<file path="src/rtl/seq_divider.sv">
// seq_divider
// Multi-cycle restoring divider for UDIV/SDIV. It sits beside the single-cycle
// ALU and produces one quotient bit per clock. The hazard unit stalls the
// pipeline for as long as busy is high.
//
// Ports
//   clk          rising-edge clock
//   reset_n      asynchronous active-low reset
//   start        request, sampled on the rising edge of clk
//   A, B         dividend and divisor (WIDTH bits)
//   is_signed    1 = two's-complement divide, 0 = unsigned divide
//   busy         operation in flight (CALC/FIXUP); start is ignored meanwhile
//   done         one-cycle pulse, results valid
//   quotient     registered quotient
//   remainder    registered remainder
//   div_by_zero  B was zero for the last operation
//   negative     quotient MSB
//   zero         quotient == 0
//   overflow     signed MIN / -1 occurred
//   carry_out    remainder != 0 (inexact result)
module seq_divider #(
    parameter int WIDTH = 64
) (
    input  logic             clk,
    input  logic             reset_n,
    input  logic             start,
    input  logic [WIDTH-1:0] A,
    input  logic [WIDTH-1:0] B,
    input  logic             is_signed,
    output logic             busy,
    output logic             done,
    output logic [WIDTH-1:0] quotient,
    output logic [WIDTH-1:0] remainder,
    output logic             div_by_zero,
    output logic             negative,
    output logic             zero,
    output logic             overflow,
    output logic             carry_out
);

    localparam int CW = $clog2(WIDTH);

    typedef enum logic [1:0] {
        IDLE,
        CALC,
        FIXUP,
        DONE
    } state_t;

    state_t state;
    state_t state_next;

    logic [WIDTH-1:0] dvd;
    logic [WIDTH-1:0] dsr;
    logic [WIDTH-1:0] rem;
    logic [CW-1:0]    count;
    logic             q_neg;
    logic             r_neg;
    logic             ovf_pend;

    logic             accept;
    logic             b_zero;
    logic             a_neg;
    logic             b_neg;
    logic [WIDTH-1:0] a_mag;
    logic [WIDTH-1:0] b_mag;
    logic             ovf_case;
    logic [WIDTH:0]   partial;
    logic [WIDTH:0]   diff;
    logic [WIDTH-1:0] q_fix;
    logic [WIDTH-1:0] r_fix;

    // Operand conditioning at the accepting edge. For unsigned operations the
    // sign bits are forced to zero, so the magnitudes are the raw operands.
    // |MIN| wraps back to MIN, which is the correct unsigned magnitude 2^(W-1).
    assign accept   = start && ((state == IDLE) || (state == DONE));
    assign b_zero   = (B == '0);
    assign a_neg    = is_signed && A[WIDTH-1];
    assign b_neg    = is_signed && B[WIDTH-1];
    assign a_mag    = a_neg ? -A : A;
    assign b_mag    = b_neg ? -B : B;
    assign ovf_case = is_signed && (A == {1'b1, {(WIDTH-1){1'b0}}}) && (B == '1);

    // One restoring step. The remainder stays below the divisor, so the shifted
    // value fits in WIDTH+1 bits. The MSB of the WIDTH+1-bit difference is set
    // exactly when the trial subtraction went negative.
    assign partial = {rem, dvd[WIDTH-1]};
    assign diff    = partial - {1'b0, dsr};

    // Sign correction applied in FIXUP. The quotient takes the XOR of the
    // operand signs and the remainder takes the sign of the dividend.
    assign q_fix = q_neg ? -dvd : dvd;
    assign r_fix = r_neg ? -rem : rem;

    // State register.
    always_ff @(posedge clk or negedge reset_n) begin
        if (!reset_n) begin
            state <= IDLE;
        end else begin
            state <= state_next;
        end
    end

    // Next-state logic and the busy/done decode. A zero divisor skips straight
    // to DONE. A start sampled in DONE chains directly into the next operation.
    always_comb begin
        state_next = state;
        busy       = 1'b0;
        done       = 1'b0;
        case (state)
            IDLE: begin
                if (accept) begin
                    state_next = b_zero ? DONE : CALC;
                end
            end
            CALC: begin
                busy = 1'b1;
                if (count == '0) begin
                    state_next = FIXUP;
                end
            end
            FIXUP: begin
                busy       = 1'b1;
                state_next = DONE;
            end
            DONE: begin
                done = 1'b1;
                if (accept) begin
                    state_next = b_zero ? DONE : CALC;
                end else begin
                    state_next = IDLE;
                end
            end
            default: state_next = IDLE;
        endcase
    end

    // Datapath and result registers. The dividend register shifts left, and
    // quotient bits enter at its LSB, so after WIDTH steps it holds the
    // magnitude quotient. Results are written only on the divide-by-zero
    // accept or in FIXUP. That leaves the outputs unchanged between dones.
    always_ff @(posedge clk or negedge reset_n) begin
        if (!reset_n) begin
            dvd         <= '0;
            dsr         <= '0;
            rem         <= '0;
            count       <= '0;
            q_neg       <= 1'b0;
            r_neg       <= 1'b0;
            ovf_pend    <= 1'b0;
            quotient    <= '0;
            remainder   <= '0;
            div_by_zero <= 1'b0;
            negative    <= 1'b0;
            zero        <= 1'b0;
            overflow    <= 1'b0;
            carry_out   <= 1'b0;
        end else begin
            case (state)
                IDLE, DONE: begin
                    if (accept) begin
                        dvd      <= a_mag;
                        dsr      <= b_mag;
                        rem      <= '0;
                        count    <= CW'(WIDTH - 1);
                        q_neg    <= a_neg ^ b_neg;
                        r_neg    <= a_neg;
                        ovf_pend <= ovf_case;
                        if (b_zero) begin
                            quotient    <= '1;
                            remainder   <= A;
                            div_by_zero <= 1'b1;
                            negative    <= 1'b1;
                            zero        <= 1'b0;
                            overflow    <= 1'b0;
                            carry_out   <= (A != '0);
                        end
                    end
                end
                CALC: begin
                    dvd   <= {dvd[WIDTH-2:0], ~diff[WIDTH]};
                    rem   <= diff[WIDTH] ? partial[WIDTH-1:0] : diff[WIDTH-1:0];
                    count <= count - 1'b1;
                end
                FIXUP: begin
                    quotient    <= q_fix;
                    remainder   <= r_fix;
                    div_by_zero <= 1'b0;
                    negative    <= q_fix[WIDTH-1];
                    zero        <= (q_fix == '0);
                    overflow    <= ovf_pend;
                    carry_out   <= (r_fix != '0);
                end
                default: begin
                end
            endcase
        end
    end

endmodule

</file>
<file path="config.mk">
export PLATFORM = sky130hd
export DESIGN_NAME = seq_divider
export DESIGN_NICKNAME = d
export VERILOG_FILES = /design/src/rtl/seq_divider.sv
export SDC_FILE = /design/constraint.sdc
export NUM_CORES = 1
export LEC_CHECK = 0
export ABC_AREA = 1
export BUFFER_PORTS_ARGS = -buffer_cell sky130_fd_sc_hd__clkbuf_2
export CAP_MARGIN = 0
export CORE_ASPECT_RATIO = 0.8
export CORE_MARGIN = 2
export CORE_UTILIZATION = 45
export CTS_BUF_LIST = sky130_fd_sc_hd__clkbuf_4 sky130_fd_sc_hd__clkbuf_8
export DETAILED_ROUTE_END_ITERATION = 16
export PLACE_DENSITY = 0.69
export SYNTH_ARGS = -nofsm -noshare
export SYNTH_HDL_FRONTEND = slang
export SYNTH_SLANG_ARGS = --single-unit
export TNS_END_PERCENT = 30
</file>
<file path="constraint.sdc">
create_clock -name clk -period 3.4 [get_ports clk]
set_clock_uncertainty 0.1 [all_clocks]
set_input_delay 0.34 -clock clk [delete_from_list [all_inputs] [get_ports clk]]
set_output_delay 0.34 -clock clk [all_outputs]
set_load 0.02 [all_outputs]
</file>
==> impl_results.md, run 1 <==
- Most frequent cell after synthesis: nand2_1
- Final period util: 0.9469
- FF+latch count, synth: 335
- Vias: between 30k and 40k
- Number of global-route vias before repair: between 30k and 40k
- PD cells: approximately 780 nW/um2
- Setup crit start: A[0]
- End point of the critical path: dvd[56]$_DFFE_PN0P_
- Area delta synth->final: 16.92%
- Post-CTS Hold Buffers: 105
- # nets final: 5,165
- Critical Path RT: 3870 ps
- Sequential area share after synthesis: 0.2936
- Final Hold Viols: 0
- DRT Pass-1 Iters: 6
- CP Buf/Inv Count: 4
- Async S/R FF share, synth: 1.000
- Status: finished clean
- Clk pin slew, worst setup/hold paths: 60 ps
- Setup TNS: 0 ps
- Finished Core Util: 0.5325
- NetSw: between 10,000 and 15,000 uW
- DR DRC count: 0
- Design Area, Final: 33,380 um2
- LEAKAGE: 0.01670 uW
- Crit path max-delay cell type: dlygate4sd3_1
- DIE HEIGHT: 229.3 um
- Clock buffer count from CTS: 61
- Core box area: about 63,000 um2
- Slew HR: 0.1289
- Power share of the sequential group: 0.255
- Area share of the largest cell type after synthesis: 0.2936
- Largest net degree at the start of global routing: 88
- FMAX: roughly 310 MHz
- Clock Tree Buf Depth: 3
- Post-Syn Nets: 4,787
- Gate power share: 0.577
- Max FO, Critical Path: 4
- Initial Util: 0.4555
- Warning count from the yosys run: 0
- Overall Global Routing Usage: 0.3843
- Post-CTS resize count: 0
- Crit-path max cell delay: approximately 530 ps
- DR vias/cell: 5.656
- Post-DP HPWL: around 100,000 um
- CP top delay family: simple AND/OR/NAND/NOR gates
- Slew Viols, Final: 0
- Clock latency on the worst-skew pair: approximately 720 ps
- ANT nets after route: 0
- CP startpoint kind: primary input
- Placed cell areas: just over 30,000 um2
- Buffers on Ports: 266
- Worst IR drop on VDD: 0.5924 mV
- Grt ovf: 0
- Switch share: 0.5360
- EDFF count, synth: 0
- Slew @ Worst Pin: 1293 ps
- Top cells by area, synth: dfrtp_1, nand2_1, nor2_1
- Layout filler cell count: 6,556
- Die W: roughly 290 um
- Post-CTS Setup Inserts: 0
- CTS tree: yes
- Reg-to-reg endpoint: rem[50]$_DFFE_PN0P_
- Total Wirelength: 128,600 um
- Levels on crit path: 14
- Max Cap Viol: 0
- Syn Area/Cell: 6.235 um2
- RSZ-0062 raised after global routing: no
- Syn Inst Count: 4,579
- Final setup fails: 0
- Fraction of layout cells with a size suffix above 1: 0.1168
- Post-Syn Area: 28,550 um2
- WP data arrival: 3690 ps
- Ys flop type: dfrtp_1
- Wire per inst: roughly 22 um
- Clock sink count: around 340
- Cells along the critical path: dlygate4sd3_1 -> clkbuf_2 -> inv_1 -> ha_1 -> inv_1 -> nor3_2 -> nand4_1 -> nor2_2 -> nand2_1 -> nor3_2 -> nand3_1 -> nand2_1 -> xor2_1 -> o21ai_0
- Clk root buf: clkbuf_8
- Gpl congestion: 1.048
- Critical Path Sink Type: flip-flop
- I/O pin cnt: 267
- Power Internal: 12,070 uW
- FF-to-FF path depth: 17
- Count of different cell masters after synthesis: 58
- CP Class: primary input to flip-flop
- Clock power share: 0.167
- Die Footprint: around 65,000 um2
- Post-synth top cells: nand2_1, nor2_1, inv_1, nand3_1, dfrtp_1
- H-tree Lvls: 2
- # rows: between 80 and 90
- DRT iter0 DRCs: 3,914
- Worst r2r src: dvd[63]$_DFFE_PN0P_
- Worst slack, placed: 214.2 ps
- Initial antenna violation count: 7
- Area leader, netlist: dfrtp_1
- Final min period: 3220 ps
- Final worst setup slack: 180.4 ps
- First-pass GRT wire length: about 190,000 um
- Worst hold path type: primary input to flip-flop
- Worst R2R Setup Slack: between 200 and 250 ps
-- cells in the final DEF, fill, tap and decap left out, types with 15 or more instances in the layout --
cell type / synthesis / layout
a21oi_1: 161 / 161
a22oi_1: 49 / 49
a31oi_1: 84 / 84
buf_4: 3 / 68
clkbuf_2: 0 / 265
clkbuf_4: 0 / 17
clkbuf_8: 1 / 74
dfrtp_1: 335 / 333
dlygate4sd3_1: 0 / 105
ha_1: 75 / 74
inv_1: 479 / 477
inv_2: 15 / 15
nand2_1: 1398 / 1398
nand2_2: 22 / 22
nand3_1: 354 / 354
nand3b_1: 30 / 30
nand4_1: 82 / 82
nor2_1: 703 / 702
nor2_2: 36 / 35
nor2_4: 14 / 16
nor3_1: 44 / 44
nor4_1: 23 / 23
o21ai_0: 235 / 235
o21ai_1: 30 / 30
o221ai_1: 17 / 17
xnor2_1: 53 / 53
xor2_1: 90 / 90
-- cells by family after synthesis --
logic type	share of synthesized area
compound gates	0.1340
xor+xnor	0.04387
fa+ha+maj	0.03357
buf+inv	0.09023
flops	0.2936
simple gates	0.4047
-- area by class of cell --
type	instances	area, um2	share of cell area
Tap cell	840	1051	0.03149
Clock inverter	16	178.9	0.005360
Inverter	496	1867	0.05592
Multi-Input combinational cell	3612	17610	0.5275
Antenna cell	1	2.502	0.00007497
Sequential cell	335	8386	0.2512
Timing Repair Buffer	451	3143	0.09416
Clock buffer	91	1146	0.03433
-- metrics by stage --
| stage | hold WS [ps] | total power [uW] | cells |
|---|---|---|---|
| 2_1_floorplan | -55.59 | 15870 | 4579 |
| 6_report | 41.53 | 26000 | 5842 |
| 4_1_cts | 3.480 | 25540 | 5841 |
| 3_3_place_gp | 330.3 | 21030 | 5629 |
| 5_1_grt | 48.73 | 27650 | 5842 |
| 3_5_place_dp | 329.5 | 21030 | 5629 |
-- sequential cells by signal, indices dropped and copies added, names as in the netlist --
name,count
dsr,64
dvd,64
quotient,64
rem,64
remainder,64
count,6
state,2
carry_out,1
div_by_zero,1
overflow,1
ovf_pend,1
q_neg,1
r_neg,1
zero,1
-- worst register-to-register path: cells and delay by family (launching register included) --
family	cells	cell delay [ps]
and+or+nand+nor	11	1200
adders and majority gates	2	680
AOI/OAI and AO/OA	2	510
DFF	1	350
buffers and inverters	2	220
-- how the worst min path moves through the flow --
stage	startpoint	end	depth (start not counted)
2_1_floorplan	reset_n	carry_out$_DFFE_PN0P_	0
3_3_place_gp	reset_n	dsr[37]$_DFFE_PN0P_	1
3_5_place_dp	reset_n	dsr[37]$_DFFE_PN0P_	1
4_1_cts	B[56]	dsr[56]$_DFFE_PN0P_	5
5_1_grt	B[1]	ovf_pend$_DFFE_PN0P_	4
6_report	B[56]	ovf_pend$_DFFE_PN0P_	5
-- power groups by stage --
stage	logic (uW)	clock network, uW	registers, uW
floorplan	8880	0	6990
global placement	14400	0	6630
detailed placement	14400	0	6650
CTS	14600	4380	6600
global route	16300	4560	6800
finish	15000	4350	6640
-- layer usage --
layer / vias to the layer above / GRT usage / routed length (um)
met2: 1676 / 0.5068 / 48660
li1: 15650 / - / -
met5: - / 0 / 16
met1: 15550 / 0.5743 / 59420
met3: 161 / 0.1535 / 17460
met4: 2 / 0.08982 / 3067
No activity file was read; power rests on OpenSTA's default activity.
==> inputs of run 2 (changes only) <==
--- a/config.mk
+++ b/config.mk
@@ -14,6 +14,7 @@
 export CTS_BUF_LIST = sky130_fd_sc_hd__clkbuf_4 sky130_fd_sc_hd__clkbuf_8
 export DETAILED_ROUTE_END_ITERATION = 16
 export PLACE_DENSITY = 0.69
+export REMOVE_ABC_BUFFERS = 1
 export SYNTH_ARGS = -nofsm -noshare
 export SYNTH_HDL_FRONTEND = slang
 export SYNTH_SLANG_ARGS = --single-unit
==> run 2 against run 1 <==
Against the previous run:
- highest routed layer is now met4
- combinational power decreased by 4%
- first-iteration DRC count increased by 9.1%
- setup slack got worse by 7.4 ps
- count of clock-buffer cells in the layout is 4 lower
- sequential share of layout area shrank 0.24 points
- total power shrank 1.8%
- non-clock buffer count up 31
- final cell count is 0.48% higher
- fmax decreased by 0.23%
==> impl_results.md, run 2 (same netlist as run 1, synthesis figures left out) <==
- Status: finished clean
- Final setup fails: 0 (unchanged)
- Worst r2r src: rem[31]$_DFFE_PN0P_
- Gpl congestion: 1.059 (+1.1%)
- Max FO, Critical Path: 6 (+2)
- Overall Global Routing Usage: 0.3699 (-0.01432)
- Post-CTS Setup Inserts: 0 (unchanged)
- FMAX: 309.9 MHz (-0.23%)
- Placed cell areas: 31,110 um2 (+0.34%)
- Clock Tree Buf Depth: 3 (unchanged)
- RSZ-0062 raised after global routing: no
- Design Area, Final: 33,700 um2 (+0.94%)
- CP Class: flip-flop to flip-flop
- Worst hold start: B[9]
- Final Hold Viols: 0 (unchanged)
- CP startpoint kind: flip-flop
- Final min period: 3227 ps (+7.352 ps)
- Finished Core Util: 0.5375 (+0.005029)
- PD cells: 757.8 nW/um2 (-2.7%)
- Vias: 33.11k (+0.21%)
- DR vias/cell: 5.641 (-0.27%)
- Final period util: 0.9491 (+0.002162)
- Post-DP HPWL: 99,900 um (-4.3%)
- Cell mode on critical path: nand2_1
- Grt ovf: 0 (unchanged)
- Die Footprint: 65,490 um2 (unchanged)
- DRT Pass-1 Iters: 6 (unchanged)
- LEAKAGE: 0.01684 uW (+0.85%)
- I/O pin cnt: 267 (unchanged)
- Highest-count cells in the layout ignoring fill and taps: nand2_1, nor2_1, inv_1
- Crit path max-delay cell type: a21oi_1
- Wire per inst: 21.16 um (-3.9%)
- Commonest non-fill, non-tap cell in the layout: nand2_1
- WP data arrival: 3700 ps (about the same)
- # nets final: 5,193 (+0.54%)
- Buffers on Ports: 266 (unchanged)
- Initial Util: 0.4555 (unchanged)
- ANT nets after route: 0 (unchanged)
- Clock sink count: 335 (unchanged)
- Number of global-route vias before repair: 30.21k (+0.11%)
- Clock buffer count from CTS: 58 (-4.9%)
- First-pass GRT wire length: 185,300 um (-2.5%)
- Clock latency on the worst-skew pair: 720 ps (about the same)
- Clk pin slew, worst setup/hold paths: 60 ps (about the same)
- Slew HR: 0.3661 (+0.2372)
- # rows: 82 (unchanged)
- Crit-path max cell delay: 630 ps (+100 ps)
- Total Wirelength: 124,200 um (-3.4%)
- Critical Path RT: 3880 ps (about the same)
- Worst hold path type: primary input to flip-flop
- Core box area: 62,690 um2 (unchanged)
- CTS tree: yes
- Slew Viols, Final: 0 (unchanged)
- Die W: 285.6 um (unchanged)
- DRT iter0 DRCs: 4,272 (+9.1%)
- Clk root buf: clkbuf_8
- Initial antenna violation count: 1 (-6)
- H-tree Lvls: 2 (unchanged)
- Area delta synth->final: 18.02%
- Largest net degree at the start of global routing: 83 (-5.7%)
- DIE HEIGHT: 229.3 um (unchanged)
- Fraction of layout cells with a size suffix above 1: 0.1181 (+0.001338)
- Cells along the critical path: ha_1 -> nand2_1 -> a21oi_1 -> nor2_1 -> o21ai_0 -> a21oi_1 -> buf_4 -> nand3_1 -> xnor2_1 -> nand2_1 -> nand3_1 -> nand2_1
- Max Cap Viol: 0 (unchanged)
- Slew @ Worst Pin: 941.0 ps (-352.1 ps)
- Worst IR drop on VDD: 0.6015 mV (+1.5%)
- Critical Path Sink Type: flip-flop
- DR DRC count: 0 (unchanged)
- Setup crit start: rem[31]$_DFFE_PN0P_
## run 2: report_power, final
part / switching [uW] / internal (uW) / leakage [uW]
clock network: 1970 / 2460 / 0.000702
logic: 10100 / 4290 / 0.0122
registers: 1360 / 5390 / 0.00398
## run 2: per-stage QoR
stage                     total power [uW]  setup TNS, ps  worst slack (ps)  hold WS, ps  cells
after floorplan                      15470        -675630             -4109       -55.59   4443
after global placement               20460              0             295.2        217.9   5642
after detailed placement             20570              0             212.6        221.8   5642
after CTS                            25150              0             138.5        1.525   5868
after global routing                 27180              0             47.37        50.97   5870
final                                25540              0             173.1        39.95   5870
## run 2: cell type report
type / count / area, um2
Antenna cell: 1 / 2.502
Fill cell: 6502 / 28990
Clock buffer: 87 / 1104
Multi-Input combinational cell: 3612 / 17610
Timing Repair Buffer: 482 / 3448
Tap cell: 840 / 1051
Clock inverter: 17 / 232.7
Inverter: 496 / 1866
Sequential cell: 335 / 8386
## run 2: critical path, delay by kind of cell, from the launching register on
family,cells,cell delay (ps)
XOR/XNOR,1,300
AND/OR/NAND/NOR,6,760
buffers and inverters,1,220
flip-flops,1,480
AO/OA/AOI/OAI,3,870
adder cells (fa/ha/maj),1,390
## run 2: path summary, 6_finish.rpt
path	to	slack, ps	cells past startpoint
worst max-delay path	rem[35]$_DFFE_PN0P_	170	12
worst min-delay path	dsr[9]$_DFFE_PN0P_	40	4
worst max register to register	rem[35]$_DFFE_PN0P_	170	12
worst min register to register	dsr[42]$_DFFE_PN0P_	380	2
max in group asynchronous	rem[4]$_DFFE_PN0P_	2160	3
min in group asynchronous	dsr[54]$_DFFE_PN0P_	60	2
## run 2: routing by layer
| metal | GRT usage | wire length [um] | vias to the layer above |
|---|---|---|---|
| met2 | 0.4879 | 47100 | 1738 |
| met5 | 0 | 0 | - |
| met4 | 0.07232 | 2249 | 0 |
| met1 | 0.5745 | 58220 | 15530 |
| li1 | - | - | 15730 |
| met3 | 0.1220 | 16650 | 121 |
## run 2: what timing repair did
action                     in CTS  in global routing
hold buffers                  122                  0
resized for setup               0                  1
hold endpoints to repair      314                  0
setup endpoints to repair       0                  7
